### src/rtl/genram2_arbiter.sv
// rtl/genram2_arbiter.sv - two-port round-robin arbiter in front of a single-port RAM
module genram2_arbiter #(
   parameter int AW = 4,
   parameter int DW = 32
) (
   input  logic          clk,
   input  logic          rst_n,

   input  logic          req0_valid,
   input  logic          req0_rw,
   input  logic [AW-1:0] req0_addr,
   input  logic [DW-1:0] req0_wdata,
   output logic          req0_ready,
   output logic          req0_rvalid,
   output logic [DW-1:0] req0_rdata,

   input  logic          req1_valid,
   input  logic          req1_rw,
   input  logic [AW-1:0] req1_addr,
   input  logic [DW-1:0] req1_wdata,
   output logic          req1_ready,
   output logic          req1_rvalid,
   output logic [DW-1:0] req1_rdata,

   output logic [AW-1:0] ram_addr,
   output logic          ram_rw,
   output logic [DW-1:0] ram_data_in,
   input  logic [DW-1:0] ram_data_out
);

   localparam logic [1:0] S_IDLE   = 2'd0;
   localparam logic [1:0] S_ACCESS = 2'd1;
   localparam logic [1:0] S_RESP   = 2'd2;

   logic [1:0]    state;
   logic          last_grant;   // port number granted most recently
   logic          lat_rw;
   logic          lat_port;
   logic [AW-1:0] lat_addr;
   logic [DW-1:0] lat_wdata;

   logic          grant0;
   logic          grant1;
   logic          accept;

   // Round-robin winner: on a tie the port not granted last time wins
   always_comb begin
      grant0 = req0_valid && (!req1_valid || last_grant);
      grant1 = req1_valid && (!req0_valid || !last_grant);
   end

   // Ready only in IDLE and only for the winner; held low while reset is asserted
   always_comb begin
      req0_ready = rst_n && (state == S_IDLE) && grant0;
      req1_ready = rst_n && (state == S_IDLE) && grant1;
      accept     = req0_ready || req1_ready;
   end

   // RAM side: the latched request stays on addr/data_in; rw is a write only during ACCESS
   always_comb begin
      ram_addr    = lat_addr;
      ram_data_in = lat_wdata;
      ram_rw      = (state == S_ACCESS) ? lat_rw : 1'b1;
   end

   // Control FSM: latch the winning request, run one RAM cycle, optionally collect read data
   always_ff @(posedge clk or negedge rst_n) begin
      if (!rst_n) begin
         state      <= S_IDLE;
         last_grant <= 1'b1;
         lat_rw     <= 1'b1;
         lat_port   <= 1'b0;
         lat_addr   <= '0;
         lat_wdata  <= '0;
      end else begin
         case (state)
            S_IDLE: begin
               if (accept) begin
                  lat_rw     <= req1_ready ? req1_rw    : req0_rw;
                  lat_addr   <= req1_ready ? req1_addr  : req0_addr;
                  lat_wdata  <= req1_ready ? req1_wdata : req0_wdata;
                  lat_port   <= req1_ready;
                  last_grant <= req1_ready;
                  state      <= S_ACCESS;
               end
            end
            S_ACCESS: begin
               state <= lat_rw ? S_RESP : S_IDLE;
            end
            S_RESP: begin
               state <= S_IDLE;
            end
            default: begin
               state <= S_IDLE;
            end
         endcase
      end
   end

   // Read return: capture RAM output at the end of RESP into the owning port, pulse rvalid once
   always_ff @(posedge clk or negedge rst_n) begin
      if (!rst_n) begin
         req0_rvalid <= 1'b0;
         req1_rvalid <= 1'b0;
         req0_rdata  <= '0;
         req1_rdata  <= '0;
      end else begin
         req0_rvalid <= 1'b0;
         req1_rvalid <= 1'b0;
         if (state == S_RESP) begin
            if (lat_port) begin
               req1_rdata  <= ram_data_out;
               req1_rvalid <= 1'b1;
            end else begin
               req0_rdata  <= ram_data_out;
               req0_rvalid <= 1'b1;
            end
         end
      end
   end

endmodule

### config.mk
export PLATFORM = sky130hd
export DESIGN_NAME = genram2_arbiter
export DESIGN_NICKNAME = d
export VERILOG_FILES = /design/src/rtl/genram2_arbiter.sv
export SDC_FILE = /design/constraint.sdc
export NUM_CORES = 1
export LEC_CHECK = 0
export CAP_MARGIN = 30
export CORE_MARGIN = 2
export CORE_UTILIZATION = 34
export CTS_BUF_LIST = sky130_fd_sc_hd__clkbuf_8
export DETAILED_ROUTE_END_ITERATION = 6
export GPL_ROUTABILITY_DRIVEN = 0
export PLACE_DENSITY = 0.72
export SLEW_MARGIN = 20
export SYNTH_ARGS = -nofsm -noshare
export SYNTH_HDL_FRONTEND = slang
export SYNTH_SLANG_ARGS = --single-unit
export TNS_END_PERCENT = 10
### constraint.sdc
create_clock -name clk -period 2.9 [get_ports clk]
set_clock_uncertainty 0.1 [all_clocks]
set_input_delay 0.725 -clock clk [delete_from_list [all_inputs] [get_ports clk]]
set_output_delay 0.725 -clock clk [all_outputs]
set_load 0.005 [all_outputs]
Word level (Yosys, flattened, before mapping)
Cells that the tools add are included.
{"block": "op_classes", "muxes": 11, "bitwise": 1, "reduce_logical": 15, "n_eq_ne": 3}
{"op": "two-way mux 32 bit", "count": 1}
{"op": "two-way mux 1 bit", "count": 6}
{"op": "AND reduction 2 bit", "count": 3}
{"op": "logical AND 1 bit", "count": 5}
{"op": "two-way mux 2 bit", "count": 2}
{"op": "two-way mux 4 bit", "count": 1}
{"op": "one-hot mux 2 bit (2 select lines)", "count": 1}
{"op": "logical NOT 1 bit", "count": 3}
{"op": "logical OR 1 bit", "count": 3}
{"op": "equality test 2 x 1 -> 1 bit (second input constant)", "count": 1}
{"op": "equality test 2 bit (second input constant)", "count": 1}
{"op": "logical NOT 2 bit", "count": 1}
{"op": "!= test 2 bit (second input constant)", "count": 1}
{"op": "NOT 1 bit", "count": 1}
{"block": "word_totals", "output_inout_bits": 105, "elab_cells": 40, "register_bits": 107, "inputBits": 110}

Longest topological paths before layout
Gate-level depths: netlist (run 1).
{"block": "depth", "ltp_word": 7, "ltp_mapped": 5, "ltp_nobuf": 3}

Worst setup path after synthesis (run 1)
OpenSTA, ideal clock, no wires.
{"block": "synth_timing", "path_kind": "in2out", "startpoint": "input port rst_n", "endpoint": "output port req1_ready", "stages": 3, "t_required_ps": 2075, "path_buffers": 1, "setup_slack_ps": 652, "t_arrival_ps": 1423, "cell_sequence": "or3b_1 buf_2 nor2_1"}
{"block": "synth_between", "elab_chain_len": 2}
{"element": "start: declaration", "line_no": "7", "text": "input logic rst_n,"}
{"element": "logical AND 1 bit (2 in a row)", "line_no": "55", "text": "req1_ready = rst_n && (state == S_IDLE) && grant1;"}
{"element": "end: declaration", "line_no": "21", "text": "output logic req1_ready,"}
No other way between the ends.

Final worst setup path (run 1)
{"block": "layout_timing", "startpoint": "input port req1_valid", "endpoint": "output port req1_ready"}
{"block": "layout_between", "elab_chain_len": 2}
{"element": "start: declaration", "line_no": "17", "text": "input logic req1_valid,"}
{"element": "logical AND 1 bit", "line_no": "49", "text": "grant1 = req1_valid && (!req0_valid || !last_grant);"}
{"element": "logical AND 1 bit", "line_no": "55"}
No other way between the ends.

==> impl_metrics.sql, run 1 <==
INSERT INTO impl_metrics (metric_group, metric, value, unit) VALUES
('timing', 'slew_violations', '0', ''),
('timing', 'finalHoldViolations', '0', ''),
('cts', 'cts.hold.buffers_added', '0', ''),
('routing', 'wl_per_cell', '16.1', 'um'),
('timing', 'setup_total_negative_slack', '0', 'ps'),
('routing', 'drc_errors', '0', ''),
('status', 'outcome', 'completed', ''),
('logic_synthesis', 'synth-seq-area-share', '59.4', '%'),
('routing', 'routed_wirelength', '12200', 'um'),
('timing', 'rsz0062_at_grt', 'false', ''),
('logic_synthesis', 'ys_top_cells_by_area', 'sky130_fd_sc_hd__dfrtp_1 58%, sky130_fd_sc_hd__mux2_2 16%, sky130_fd_sc_hd__a31oi_1 5.1%, sky130_fd_sc_hd__nand3_1 4.2%, sky130_fd_sc_hd__a21oi_1 4.1%', ''),
('critical_path', 'worst-path-max-fanout', '2', ''),
('cts', 'cts.root.buffer_cell', 'sky130_fd_sc_hd__clkbuf_8', ''),
('grt', 'global_route.overflow_total', '0', ''),
('timing', 'report.final.setup_viol', '0', ''),
('logic_synthesis', 'post_synth_num_cell_types', '28', ''),
('cts', 'clock_insertion_delay_worst_skew', '360', 'ps'),
('grt', 'grt_pass1_vias', '3949', ''),
('grt', 'grtUsageTotal', '17.3', '%'),
('logic_synthesis', 'synth_top_cell_by_area', 'sky130_fd_sc_hd__dfrtp_1', ''),
('power', 'power_leakage', '2.77', 'nW'),
('flow_run', 'max_cap_viol_count', '0', ''),
('routing', 'detailroute.wirelength.met2', '6200', 'um'),
('grt', 'grt_max_degree', '76', ''),
('timing', 'layout_worst_path_cycle_share', '92.3', '%'),
('critical_path', 'regToRegSetupSlack', '700', 'ps'),
('logic_synthesis', 'mappedNetlistNets', '479', ''),
('timing', 'max_freq', '374', 'MHz'),
('cts', 'cts_buffers', '9', ''),
('routing', 'ant_nets', '0', ''),
('routing', 'detailedRoute.firstPassIterationCount', '4', ''),
('critical_path', 'worst-setup-path-type', 'primary input to primary output', ''),
('floorplan', 'io_pins', '215', ''),
('min_path', 'worst_hold_path_type', 'primary input to asynchronous set/reset pin', ''),
('critical_path', 'reg2reg_from', 'state[1]', ''),
('routing', 'drt_iter0_drc', '236', ''),
('timing', 'fin_crit', '2680', 'ps'),
('cells_and_area', 'num_antenna_cells', '0', ''),
('cells_and_area', 'syn_to_final_growth', '55.7', '%'),
('critical_path', 'path_cells', 'clkdlybuf4s50_1, a21bo_2, nor2_1, dlygate4sd2_1', ''),
('floorplan', 'fp.dieH', '119', 'um'),
('timing', 'timing.hold.ws', '45.5', 'ps'),
('cts', 'ctsLongestPathBuffers', '2', ''),
('critical_path', 'worst_r2r_path_cells', '5', ''),
('logic_synthesis', 'syn-mean-instance-area', '12.2', 'sq um'),
('routing', 'dr_wl_met3', '795', 'um'),
('place', 'post-place-cells', '739', ''),
('cts', 'clkSinkCount', '107', ''),
('floorplan', 'start_util', '34.5', '%'),
('cts', 'cts_setup_buffers', '0', ''),
('floorplan', 'core.rowCount', '42', ''),
('power', 'peakVddDrop', '297', 'uV'),
('grt', 'antenna_violations_before_repair', '0', ''),
('logic_synthesis', 'synthDominantCellAreaShare', '58.3', '%'),
('critical_path', 'crit_family', 'buffers and inverters', ''),
('logic_synthesis', 'flop_and_latch_count_out_of_synthesis', '107', ''),
('logic_synthesis', 'syn_area', '4510', 'sq um'),
('power', 'power-per-cell-area', '847', 'nW/um^2'),
('cts', 'h_tree_levels', '3', ''),
('routing', 'routed.top_layer', 'met4', ''),
('critical_path', 'end_kind', 'primary output', ''),
('routing', 'm1_wire_length', '4940', 'um'),
('timing', 'timing.slew.headroom', '44.2', '%'),
('place', 'buffer_ports.inserted', '214', ''),
('routing', 'via_count', '3820', ''),
('place', 'dp_hpwl', '8650', 'um'),
('floorplan', 'total_die_area', '14200', 'sq um'),
('cts', 'clk_pin_slew', '90', 'ps'),
('critical_path', 'cpMaxStageDelayCell', 'sky130_fd_sc_hd__clkdlybuf4s50_1', ''),
('grt', 'wire_length_of_the_first_global_routing_pass', '19800', 'um'),
('logic_synthesis', 'post_synth_inst_count', '369', '');
## metrics by stage
step	instance area, sq um	total power [mW]	setup WS (ps)	utilization (%)
after floorplan	4510	3.34	652	-
after global placement	6800	4.92	-49.1	52.0
after detailed placement	6800	5.00	-73.4	52.0
after CTS	7020	6.03	201	53.7
after global routing	7020	6.30	169	53.7
final	7020	5.94	225	53.7
## final cells by class
type,instances,area (sq um)
clock buffers,9,124
clock inverters,7,98.8
fillers,1117,6060
inverters,2,7.51
multi-input cells,227,1640
flip-flops and latches,107,2680
well taps,176,220
repair buffers,227,2250
## power breakdown
group	switching (mW)	internal [mW]	total, mW
clock network	0.522	0.493	1.01
registers	0.343	2.13	2.47
logic	0.802	1.66	2.46
## synthesized netlist by cell type
| cell type | count |
|---|---|
| sky130_fd_sc_hd__inv_1 | 2 |
| sky130_fd_sc_hd__nand3b_1 | 1 |
| sky130_fd_sc_hd__a21o_1 | 2 |
| sky130_fd_sc_hd__nor3b_4 | 1 |
| sky130_fd_sc_hd__o21ai_0 | 17 |
| sky130_fd_sc_hd__buf_1 | 1 |
| sky130_fd_sc_hd__a31oi_1 | 37 |
| sky130_fd_sc_hd__mux2_2 | 63 |
| sky130_fd_sc_hd__nor3b_2 | 1 |
| sky130_fd_sc_hd__a21bo_2 | 1 |
| sky130_fd_sc_hd__buf_2 | 16 |
| sky130_fd_sc_hd__a21boi_2 | 1 |
| sky130_fd_sc_hd__and2_1 | 1 |
| sky130_fd_sc_hd__mux2_1 | 1 |
| sky130_fd_sc_hd__or2_2 | 1 |
| sky130_fd_sc_hd__nand2b_1 | 1 |
| sky130_fd_sc_hd__dfstp_2 | 2 |
| sky130_fd_sc_hd__nand3_1 | 38 |
| sky130_fd_sc_hd__o21ai_1 | 20 |
| sky130_fd_sc_hd__or3b_2 | 1 |
| sky130_fd_sc_hd__clkbuf_1 | 8 |
| sky130_fd_sc_hd__dfrtp_1 | 105 |
| sky130_fd_sc_hd__and3b_1 | 1 |
| sky130_fd_sc_hd__nor2_1 | 1 |
| sky130_fd_sc_hd__or3b_1 | 1 |
| sky130_fd_sc_hd__a21oi_1 | 37 |
| sky130_fd_sc_hd__buf_4 | 5 |
| sky130_fd_sc_hd__buf_6 | 3 |
## registers in the layout, summed over array words and instances (netlist names)
signal,count
last_grant,1
lat_rw,1
req1_rdata,32
lat_port,1
ram_data_in,32
req0_rvalid,1
ram_addr,4
req0_rdata,32
state,2
req1_rvalid,1
## layout by cell type (no fill, tap or decap), drive strengths merged, types with 2 or more instances in the layout
| master | instances |
|---|---|
| bufinv | 2 |
| nor3b | 2 |
| inv | 4 |
| clkinv | 2 |
| nand3 | 38 |
| clkbuf | 9 |
| or3b | 2 |
| a21o | 2 |
| dfrtp | 105 |
| o21ai | 37 |
| dfstp | 2 |
| buf | 14 |
| a21oi | 37 |
| mux2 | 64 |
| a31oi | 37 |
| clkdlybuf4s50 | 211 |
| dlygate4sd2 | 2 |
## what timing repair did
| action | 4_1_cts | 5_1_grt |
|---|---|---|
| endpoints found under the setup margin | 2 | 0 |
| gates resized for setup | 2 | 0 |
| hold endpoints to repair | 0 | 0 |
## kinds of logic (layout without fill, tap and decap cells)
group	count (synthesis)	count (layout)	synth area share [%]
AND/OR/NAND/NOR	48	48	6.16
multiplexers	64	64	16.0
flip-flops	107	107	59.4
AO/OA/AOI/OAI	115	115	14.2
buffers and inverters	35	245	4.27
## routing by layer
| metal | track usage, % | up-vias |
|---|---|---|
| met3 | 4.07 | 18 |
| met1 | 21.3 | 1887 |
| li1 | - | 1763 |
| met2 | 29.5 | 152 |
| met4 | 6.55 | 0 |
| met5 | 0 | - |
## worst max path at each step
stage	slack, ps	start	to
2_1_floorplan	650	rst_n	req1_ready
3_3_place_gp	-50	req1_valid	req1_ready
3_5_place_dp	-70	req1_valid	req1_ready
4_1_cts	200	req1_valid	req1_ready
5_1_grt	170	req1_valid	req0_ready
6_report	220	req1_valid	req1_ready
No activity file was read; power rests on OpenSTA's default activity.
==> run 2, diff against run 1 <==
- CORE_MARGIN: 2 -> 3
==> run 2 against run 1 <==
Net effect:
- critical endpoint is now req0_ready
- clock power about the same
- core utilization grew 1.8 points
- largest power group is now combinational logic
- highest routed layer unchanged
- sequential power is essentially flat
- worst hold slack better by 170 ps
==> impl_metrics.sql, run 2 (same netlist as run 1, synthesis figures left out) <==
INSERT INTO impl_metrics (metric_group, metric, value, unit) VALUES
('power', 'share_comb_of_total_power', '41.6', '%'),
('floorplan', 'io_pins', '215', ''),
('floorplan', 'start_util', '35.3', '%'),
('timing', 'rsz0062_at_grt', 'false', ''),
('flow_run', 'max_cap_viol_count', '0', ''),
('power', 'clock_power_share', '17.3', '%'),
('power', 'switching_share', '28.6', '%'),
('critical_path', 'worst_ep_arrival_time', '2010', 'ps'),
('floorplan', 'dieWidth', '121', 'um'),
('cells_and_area', 'most_common_cell_after_layout_fill_and_taps_aside', 'sky130_fd_sc_hd__clkdlybuf4s50_1', ''),
('min_path', 'worst_hold_path_type', 'primary input to asynchronous set/reset pin', ''),
('routing', 'drc_errors', '0', ''),
('power', 'p_int', '4.30', 'mW'),
('power', 'p_sw', '1.72', 'mW'),
('power', 'power_frac_seq', '41.1', '%'),
('timing', 'fin_crit', '2840', 'ps'),
('cells_and_area', 'utilization', '55.4', '%'),
('timing', 'max_freq', '353', 'MHz'),
('cts', 'h_tree_levels', '3', ''),
('power', 'power-per-cell-area', '850', 'nW/um^2'),
('cts', 'cts.hold.buffers_added', '0', ''),
('cts', 'clkSinkCount', '107', ''),
('place', 'buffer_ports.inserted', '214', ''),
('routing', 'drt_iter0_drc', '149', ''),
('floorplan', 'core', '12800', 'sq um'),
('cts', 'cts.root.buffer_cell', 'sky130_fd_sc_hd__clkbuf_8', ''),
('routing', 'via_count', '3851', ''),
('critical_path', 'regToRegSetupSlack', '570', 'ps'),
('cells_and_area', 'layout.cells.most_common_list', '212 x sky130_fd_sc_hd__clkdlybuf4s50_1, 105 x sky130_fd_sc_hd__dfrtp_1, 63 x sky130_fd_sc_hd__mux2_2', ''),
('critical_path', 'worst-path-max-fanout', '3', ''),
('cells_and_area', 'layout-drive-gt1-share', '18.0', '%'),
('routing', 'wl_per_cell', '17.7', 'um'),
('routing', 'number_of_vias_per_cell_after_detailed_routing', '5.11', ''),
('cts', 'clock_insertion_delay_worst_skew', '360', 'ps'),
('timing', 'report.final.setup_viol', '0', ''),
('cells_and_area', 'syn_to_final_growth', '57.0', '%'),
('grt', 'antenna_violations_before_repair', '0', ''),
('timing', 'worst_pin_slew', '755', 'ps'),
('cells_and_area', 'fillers', '1104', ''),
('critical_path', 'timing.rr.end', 'ram_data_in[14]', ''),
('status', 'outcome', 'completed', ''),
('floorplan', 'total_die_area', '14700', 'sq um'),
('cts', 'ctsLongestPathBuffers', '2', ''),
('critical_path', 'worst_r2r_path_cells', '5', ''),
('critical_path', 'end_kind', 'primary output', ''),
('power', 'peakVddDrop', '267', 'uV'),
('place', 'dp_hpwl', '9580', 'um'),
('timing', 'setup_total_negative_slack', '0', 'ps'),
('cells_and_area', 'num_antenna_cells', '0', ''),
('cells_and_area', 'finish.net_count', '687', ''),
('cells_and_area', 'layout.cell_area.non_filler', '7080', 'sq um'),
('floorplan', 'fp.dieH', '121', 'um'),
('cts', 'clk_pin_slew', '110', 'ps'),
('critical_path', 'critical_path_required', '2080', 'ps'),
('cts', 'cts_tree', 'yes', ''),
('place', 'placement.cell_area', '6820', 'sq um'),
('floorplan', 'core.rowCount', '41', ''),
('grt', 'global_route.overflow_total', '0', ''),
('timing', 'layout_worst_path_cycle_share', '97.8', '%'),
('power', 'power_leakage', '2.81', 'nW'),
('critical_path', 'reg2reg_from', 'state[1]', ''),
('timing', 'timing.slew.headroom', '49.7', '%'),
('grt', 'grtUsageTotal', '17.8', '%'),
('grt', 'grt_max_degree', '76', ''),
('critical_path', 'worst-setup-path-type', 'primary input to primary output', ''),
('timing', 'finalHoldViolations', '0', ''),
('grt', 'wire_length_of_the_first_global_routing_pass', '20500', 'um'),
('timing', 'slew_violations', '0', ''),
('routing', 'detailedRoute.firstPassIterationCount', '4', ''),
('grt', 'grt_pass1_vias', '3883', ''),
('cts', 'cts_buffers', '9', ''),
('critical_path', 'startpoint', 'req1_valid', ''),
('routing', 'ant_nets', '0', ''),
('critical_path', 'startpoint_type', 'primary input', ''),
('routing', 'routed_wirelength', '13400', 'um');
-- run 2: final cells by class --
type	count	area (sq um)	share of cell area [%]
clock buffers	9	124	1.75
clock inverters	7	106	1.50
inverters	2	7.51	0.106
multi-input cells	227	1650	23.3
flip-flops and latches	107	2680	37.9
well taps	172	215	3.04
repair buffers	230	2290	32.4
-- run 2: timing repair --
action / CTS / global route
setup endpoints to repair: 1 / 1
setup buffers: 0 / 0
gates resized for setup: 1 / 1
cloned: 0 / 0
-- run 2: power groups by stage --
| stage | sequential [mW] | clock (mW) | combinational (mW) |
|---|---|---|---|
| CTS | 2.48 | 1.08 | 2.54 |
| global placement | 2.47 | 0 | 2.50 |
| floorplan | 2.52 | 0 | 0.822 |
| detailed placement | 2.51 | 0 | 2.53 |
| global route | 2.56 | 1.13 | 2.70 |
| finish | 2.47 | 1.04 | 2.50 |
-- run 2: how the worst max path moves through the flow --
stage,endpoint,slack [ps],cells after the start
floorplan,req1_ready,650,3
global placement,req1_ready,20,4
detailed placement,req1_ready,-10,4
CTS,req1_ready,20,4
global route,req0_ready,1,6
finish,req0_ready,60,6
-- run 2: critical path, stage by stage --
cell                              delay, ps
sky130_fd_sc_hd__clkdlybuf4s50_1        420
sky130_fd_sc_hd__buf_4                  150
sky130_fd_sc_hd__nand2b_1                70
sky130_fd_sc_hd__nand3_1                100
sky130_fd_sc_hd__inv_1                   60
sky130_fd_sc_hd__clkdlybuf4s50_1        490
-- run 2: per-stage QoR --
stage / worst slack (ps) / std cells / power, mW / hold WS, ps
4_1_cts: 22.5 / 753 / 6.10 / 300
2_1_floorplan: 652 / 369 / 3.34 / 329
6_report: 64.6 / 754 / 6.02 / 216
3_5_place_dp: -10.7 / 737 / 5.04 / 385
3_3_place_gp: 20.4 / 737 / 4.97 / 378
5_1_grt: 1.30 / 754 / 6.39 / 214
-- run 2: per-layer routing --
metal / track usage [%] / wire length, um
met5: 0 / 0
met2: 29.9 / 6380
met4: 6.30 / 303
met1: 22.1 / 5480
met3: 4.94 / 1190
